==> config.mk <==
export PLATFORM = sky130hd
export DESIGN_NAME = uart_msg_buffer
export DESIGN_NICKNAME = d
export VERILOG_FILES = /design/src/rtl/uart_msg_buffer.sv
export SDC_FILE = /design/constraint.sdc
export NUM_CORES = 1
export LEC_CHECK = 0
export BUFFER_PORTS_ARGS = -buffer_cell sky130_fd_sc_hd__buf_2
export CAP_MARGIN = 20
export CELL_PAD_IN_SITES_DETAIL_PLACEMENT = 0
export CELL_PAD_IN_SITES_GLOBAL_PLACEMENT = 1
export CORE_ASPECT_RATIO = 0.75
export CORE_MARGIN = 2
export CORE_UTILIZATION = 55
export DETAILED_ROUTE_END_ITERATION = 16
export PLACE_DENSITY_LB_ADDON = 0.08
export SYNTH_ARGS = -nofsm -noshare
export SYNTH_HDL_FRONTEND = slang
export SYNTH_SLANG_ARGS = --single-unit
==> constraint.sdc <==
create_clock -name clk -period 4.8 [get_ports clk]
set_input_delay 0.24 -clock clk [delete_from_list [all_inputs] [get_ports clk]]
set_output_delay 0.24 -clock clk [all_outputs]
set_load 0.05 [all_outputs]
==> src/rtl/uart_msg_buffer.sv <==
// uart_msg_buffer: frames UART bytes into game messages and back.
// RX bytes are assembled little-endian into messages and queued in a show-ahead FIFO;
// controller messages are queued in a TX FIFO and serialised one byte per txdone handshake.
module uart_msg_buffer #(
    parameter int unsigned ADDR_WIDTH     = 4,
    parameter int unsigned BUFFER_SIZE    = 4,
    parameter int unsigned PTR_WIDTH      = 2,
    parameter int unsigned TIMEOUT_CYCLES = 1000,
    localparam int unsigned MESSAGE_WIDTH = 2 * (ADDR_WIDTH + 1) + 4
) (
    input  logic                     clk,
    input  logic                     rst_n,
    input  logic [7:0]               rxdata,
    input  logic                     rxfinish,
    output logic [7:0]               txdata,
    output logic                     send,
    input  logic                     txdone,
    output logic [MESSAGE_WIDTH-1:0] rxmessage,
    output logic                     rxvalid,
    input  logic                     ack_rxmessage,
    input  logic [MESSAGE_WIDTH-1:0] txmessage,
    input  logic                     txvalid,
    output logic                     ack_txmessage,
    output logic                     tx_full,
    output logic                     rx_overflow
);

    localparam int unsigned MW       = MESSAGE_WIDTH;
    localparam int unsigned NBYTES   = (MW + 7) / 8;
    localparam int unsigned SHW      = NBYTES * 8;
    localparam int unsigned IDX_W    = (NBYTES > 1) ? $clog2(NBYTES) : 1;
    localparam int unsigned CNT_W    = PTR_WIDTH + 1;
    localparam int unsigned TO_W     = $clog2(TIMEOUT_CYCLES + 1);
    localparam logic [IDX_W-1:0] LAST_IDX = IDX_W'(NBYTES - 1);

    localparam logic [1:0] S_IDLE = 2'd0;
    localparam logic [1:0] S_SEND = 2'd1;
    localparam logic [1:0] S_WAIT = 2'd2;

    // ---------------- RX side ----------------
    logic [IDX_W-1:0]     rx_idx;
    logic [TO_W-1:0]      to_cnt;
    logic [SHW-1:0]       rx_buf;
    logic [SHW-1:0]       rx_word_c;
    logic                 rx_push_c;
    logic [MW-1:0]        rx_mem [BUFFER_SIZE];
    logic [PTR_WIDTH-1:0] rx_wr, rx_rd, rx_rd_n_c;
    logic [CNT_W-1:0]     rx_count, rx_count_n_c;
    logic                 rx_pop_c, rx_wr_c;
    logic [MW-1:0]        rx_head_n_c;

    // Current partial message with the incoming byte merged in at rx_idx
    always_comb begin
        rx_word_c = rx_buf;
        for (int k = 0; k < int'(NBYTES); k++) begin
            if (rx_idx == IDX_W'(k)) rx_word_c[8*k +: 8] = rxdata;
        end
    end

    assign rx_push_c = rxfinish && (rx_idx == LAST_IDX);

    // Byte assembler with inter-byte timeout that drops a stalled partial message
    always_ff @(posedge clk or negedge rst_n) begin
        if (!rst_n) begin
            rx_idx <= '0;
            to_cnt <= '0;
            rx_buf <= '0;
        end else if (rxfinish) begin
            rx_buf <= rx_word_c;
            rx_idx <= (rx_idx == LAST_IDX) ? '0 : rx_idx + IDX_W'(1);
            to_cnt <= '0;
        end else if (rx_idx != '0) begin
            if (to_cnt == TO_W'(TIMEOUT_CYCLES - 1)) begin
                rx_idx <= '0;
                to_cnt <= '0;
            end else begin
                to_cnt <= to_cnt + TO_W'(1);
            end
        end
    end

    // RX FIFO next state; a push into a full FIFO only lands if the head is popped at the same edge
    always_comb begin
        rx_pop_c     = ack_rxmessage && (rx_count != '0);
        rx_wr_c      = rx_push_c && ((rx_count != CNT_W'(BUFFER_SIZE)) || rx_pop_c);
        rx_rd_n_c    = rx_rd + PTR_WIDTH'(rx_pop_c);
        rx_count_n_c = rx_count + CNT_W'(rx_wr_c) - CNT_W'(rx_pop_c);
        rx_head_n_c  = (rx_wr_c && (rx_wr == rx_rd_n_c)) ? rx_word_c[MW-1:0] : rx_mem[rx_rd_n_c];
    end

    // RX FIFO storage
    always_ff @(posedge clk) begin
        if (rx_wr_c) rx_mem[rx_wr] <= rx_word_c[MW-1:0];
    end

    // RX FIFO pointers, registered show-ahead head and sticky overflow
    always_ff @(posedge clk or negedge rst_n) begin
        if (!rst_n) begin
            rx_wr       <= '0;
            rx_rd       <= '0;
            rx_count    <= '0;
            rxvalid     <= 1'b0;
            rxmessage   <= '0;
            rx_overflow <= 1'b0;
        end else begin
            if (rx_wr_c) rx_wr <= rx_wr + PTR_WIDTH'(1);
            rx_rd     <= rx_rd_n_c;
            rx_count  <= rx_count_n_c;
            rxvalid   <= (rx_count_n_c != '0);
            rxmessage <= (rx_count_n_c != '0) ? rx_head_n_c : '0;
            if (rx_push_c && !rx_wr_c) rx_overflow <= 1'b1;
        end
    end

    // ---------------- TX side ----------------
    logic [MW-1:0]        tx_mem [BUFFER_SIZE];
    logic [PTR_WIDTH-1:0] tx_wr, tx_rd;
    logic [CNT_W-1:0]     tx_count, tx_count_n_c;
    logic                 tx_acc_c, tx_pop_c;
    logic [1:0]           state, state_n;
    logic [IDX_W-1:0]     tx_idx, tx_idx_n;
    logic [SHW-1:0]       tx_shift;

    assign tx_acc_c     = txvalid && !tx_full && !ack_txmessage;
    assign tx_count_n_c = tx_count + CNT_W'(tx_acc_c) - CNT_W'(tx_pop_c);

    // TX FIFO storage
    always_ff @(posedge clk) begin
        if (tx_acc_c) tx_mem[tx_wr] <= txmessage;
    end

    // TX FIFO pointers, accept handshake and full flag
    always_ff @(posedge clk or negedge rst_n) begin
        if (!rst_n) begin
            tx_wr         <= '0;
            tx_rd         <= '0;
            tx_count      <= '0;
            ack_txmessage <= 1'b0;
            tx_full       <= 1'b0;
        end else begin
            if (tx_acc_c) tx_wr <= tx_wr + PTR_WIDTH'(1);
            if (tx_pop_c) tx_rd <= tx_rd + PTR_WIDTH'(1);
            tx_count      <= tx_count_n_c;
            ack_txmessage <= tx_acc_c;
            tx_full       <= (tx_count_n_c == CNT_W'(BUFFER_SIZE));
        end
    end

    // Serialiser state register
    always_ff @(posedge clk or negedge rst_n) begin
        if (!rst_n) begin
            state  <= S_IDLE;
            tx_idx <= '0;
        end else begin
            state  <= state_n;
            tx_idx <= tx_idx_n;
        end
    end

    // Serialiser next state: pop in IDLE, one send pulse per byte, advance on txdone
    always_comb begin
        state_n  = state;
        tx_idx_n = tx_idx;
        tx_pop_c = 1'b0;
        case (state)
            S_IDLE: begin
                if (tx_count != '0) begin
                    tx_pop_c = 1'b1;
                    tx_idx_n = '0;
                    state_n  = S_SEND;
                end
            end
            S_SEND: state_n = S_WAIT;
            S_WAIT: begin
                if (txdone) begin
                    if (tx_idx == LAST_IDX) begin
                        state_n = S_IDLE;
                    end else begin
                        tx_idx_n = tx_idx + IDX_W'(1);
                        state_n  = S_SEND;
                    end
                end
            end
            default: state_n = S_IDLE;
        endcase
    end

    // Registered byte output; upper pad bits of the last byte come out as zero
    always_ff @(posedge clk or negedge rst_n) begin
        if (!rst_n) begin
            txdata   <= '0;
            send     <= 1'b0;
            tx_shift <= '0;
        end else begin
            send <= (state_n == S_SEND);
            if (tx_pop_c) begin
                txdata   <= tx_mem[tx_rd][7:0];
                tx_shift <= SHW'(tx_mem[tx_rd]) >> 8;
            end else if ((state == S_WAIT) && (state_n == S_SEND)) begin
                txdata   <= tx_shift[7:0];
                tx_shift <= tx_shift >> 8;
            end
        end
    end

endmodule

==> run_results.csv <==
group,metric,value,unit
cells_and_area,layout.cells.non_filler,682,
logic_synthesis,yosys-top-cells-area,"edfxtp_1 (45%), dfrtp_1 (25%), mux4_2 (8.4%), mux2_2 (4.3%), mux2i_1 (2.7%)",
clock_network,post-cts-setup-buffers,0,
cells_and_area,fillers,974,
clock_network,cts_tree,"done",
pwr,comb_power_share,35.3,%
setup_path,crit_path_end_kind,"flop",
clock_network,cts_hold_buf,0,
status,outcome,"finished with violations",
sta,hold_violations,21,
clock_network,clockRootBuffer,"clkbuf_16",
setup_path,critPathRequiredTime,5100,ps
logic_synthesis,netlist_area,7550,um^2
clock_network,htree_num_levels,4,
clock_network,cts_buffers,17,
cells_and_area,multi_input_area,2170,um^2
logic_synthesis,ys_dominant_reg_cell,"edfxtp_1",
cells_and_area,final_util,63.5,%
logic_synthesis,syn_area_per_cell,17.6,um^2
logic_synthesis,yosysTopAreaCellShare,44.5,%
detailed_routing,ant_nets,0,
floorplanning,die_y,105,um
pwr,power.switching,2.12,mW
logic_synthesis,syn_inst,429,
logic_synthesis,synthTopCellsByCount,"edfxtp_1 (112), dfrtp_1 (75), mux2_2 (29)",
pwr,p_int,3.64,mW
sta,min_period,3460,ps
clock_network,worstSkewPairLatency,420,ps
placed_design,dp_cells,650,
pwr,netSwitchingFraction,36.8,%
pwr,powerDensity,668,nW/um^2
sta,setup_viol,0,
pwr,pwr-share-seq,40.4,%
floorplanning,rows,37,
logic_synthesis,synth_seq_cells,187,
global_route,grt_pass1_wl,21.0,mm
global_route,grtUsageTotal,19.2,%
logic_synthesis,synth_edf_count,112,
cells_and_area,synthToLayoutAreaGrowth,14.1,%
cells_and_area,layout-drive-gt1-share,32.9,%
sta,grt_setup_unrepaired,"false",
logic_synthesis,ys_seq_area_share,69.4,%
logic_synthesis,synth_warnings,0,
detailed_routing,via_count,3845,
pwr,power.leakage,3.30,nW
detailed_routing,wl,13.3,mm
global_route,grt_pass1_vias,3860,
status,violations,"hold timing",
clock_network,cts.sinks,187,
logic_synthesis,yosysMostFrequentCell,"edfxtp_1",
detailed_routing,wl_per_cell,19.4,um
setup_path,critPathMaxFanout,22,
logic_synthesis,yosysTopAreaCell,"edfxtp_1",
setup_path,path_class,"reg2reg",
clock_network,clockBufferDepth,2,
pwr,p_clk_share,24.3,%
clock_network,clkTransAtPathRegs,70,ps
setup_path,critPathLaunchType,"flop",
placed_design,port_buffers,54,
cells_and_area,regArea,5240,um^2
job,maxCapViolCount,0,
floorplanning,die-area,14700,um^2
placed_design,hpwl,8.42,mm
cells_and_area,antenna_cells,0,
sta,setup_tns,0,ps
floorplanning,start_util,55.7,%
detailed_routing,vias_per_cell,5.64,
placed_design,gpl.final_weighted_congestion,0.761,
sta,fmax,289,MHz
floorplanning,core-area,13600,um^2
clock_network,post_cts_resize_count,0,
pwr,ir_worst_vdd,0.589,mV
hold_path,hold_path.class,"in2async",
logic_synthesis,synthArstFlopShare,40.1,%
cells_and_area,nets,538,
sta,relSlewSlack,29.3,%
setup_path,critPathArrivalTime,3760,ps
global_route,antenna_found_initial,0,
sta,finalCritPeriodShare,72.0,%
global_route,grt_overflow,0,
logic_synthesis,ys_types,48,
sta,finalMaxSlewViolations,0,
global_route,grt_max_degree,76,
detailed_routing,drc_errors,0,
logic_synthesis,synth_nets,473,
sta,skew,13.3,ps
detailed_routing,drt_first_pass_iters,4,
sta,whs,-40.3,ps
floorplanning,io_pins,55,
detailed_routing,drt_iter0_drc,176,
floorplanning,die_w,139,um
sta,worst_pin_slew,1060,ps
[cell usage in the layout, fill, tap and decap left out, types with 12 or more instances in the layout]
cell type    n
buf_2       53
dfrtp_1     75
clkbuf_16   17
nand2_1     14
mux2_2      29
inv_1       17
ha_1        14
mux4_2      28
and2_1      12
nor2_1      16
edfxtp_1   112
mux2i_1     20
[metal layers]
metal / up-vias / GRT usage (%) / part of all wire [%]
met2: 70 / 28.5 / 47
li1: 1748 / - / -
met5: - / 0 / 0
met1: 2018 / 28.3 / 49
met3: 9 / 4.63 / 3.5
met4: 0 / 6.49 / 0.57
[worst max-delay path: stages (launching register included)]
cell     delay (ps)
dfrtp_1         890
nand2_2         340
nor2_1          450
inv_1           100
ha_1            290
inv_1            40
ha_1            180
fa_1            370
xnor2_1         170
nor3_2          140
buf_4           290
nor2_1           80
[area by class of cell]
cell class | instances | area share, %
Sequential cell | 187 | 60.8
Timing Repair Buffer | 59 | 3.60
Tap cell | 175 | 2.54
Clock inverter | 15 | 2.15
Inverter | 18 | 0.784
Multi-Input combinational cell | 211 | 25.2
Clock buffer | 17 | 4.94
[kinds of logic (layout without fill, tap and decap cells)]
logic type / count (synthesis) / in the layout / synth area share [%]
AO/OA/AOI/OAI: 27 / 27 / 2.60
XOR/XNOR: 16 / 16 / 2.06
adder cells (fa/ha/maj): 16 / 16 / 2.85
buffers and inverters: 31 / 109 / 2.04
flip-flops: 187 / 187 / 69.4
multiplexers: 77 / 77 / 15.3
AND/OR/NAND/NOR: 75 / 75 / 5.72
[registers in the layout, indices dropped and copies added (netlist names), 6 cells and up]
name       count
tx_shift       6
rx_buf        14
to_cnt        10
tx_mem        56
rx_mem        56
rxmessage     14
txdata         8
[worst paths after layout]
path,startpoint,endpoint,slack (ps),cells past startpoint
min,rst_n,tx_count[2]$_DFF_PN0_,-40,1
max reg2reg,rx_idx$_DFF_PN0_,rxmessage[1]$_DFF_PN0_,1340,11
min in group clk,txmessage[1],tx_mem[2][1]$_DFFE_PP_,20,1
max,rx_idx$_DFF_PN0_,rxmessage[1]$_DFF_PN0_,1340,11
min reg2reg,rx_overflow$_DFFE_PN0P_,rx_overflow$_DFFE_PN0P_,480,1
max in group asynchronous,rst_n,tx_shift[2]$_DFFE_PN0P_,4190,1
[stage by stage]
step	hold slack (ps)	area, um^2	power [mW]	setup slack, ps
floorplan	-55.6	7550	3.92	2080
global placement	449	8010	4.36	1500
detailed placement	458	8010	4.42	1340
CTS	2.90	8620	5.83	1280
global route	7.80	8620	6.07	1070
finish	-40.3	8620	5.76	1340
[power by group through the flow]
stage	sequential [mW]	clock [mW]	combinational (mW)
4_1_cts	2.33	1.43	2.07
2_1_floorplan	2.65	0	1.26
3_5_place_dp	2.36	0	2.06
5_1_grt	2.37	1.49	2.22
6_report	2.33	1.40	2.03
3_3_place_gp	2.34	0	2.02
No activity file was read; power rests on OpenSTA's default activity.
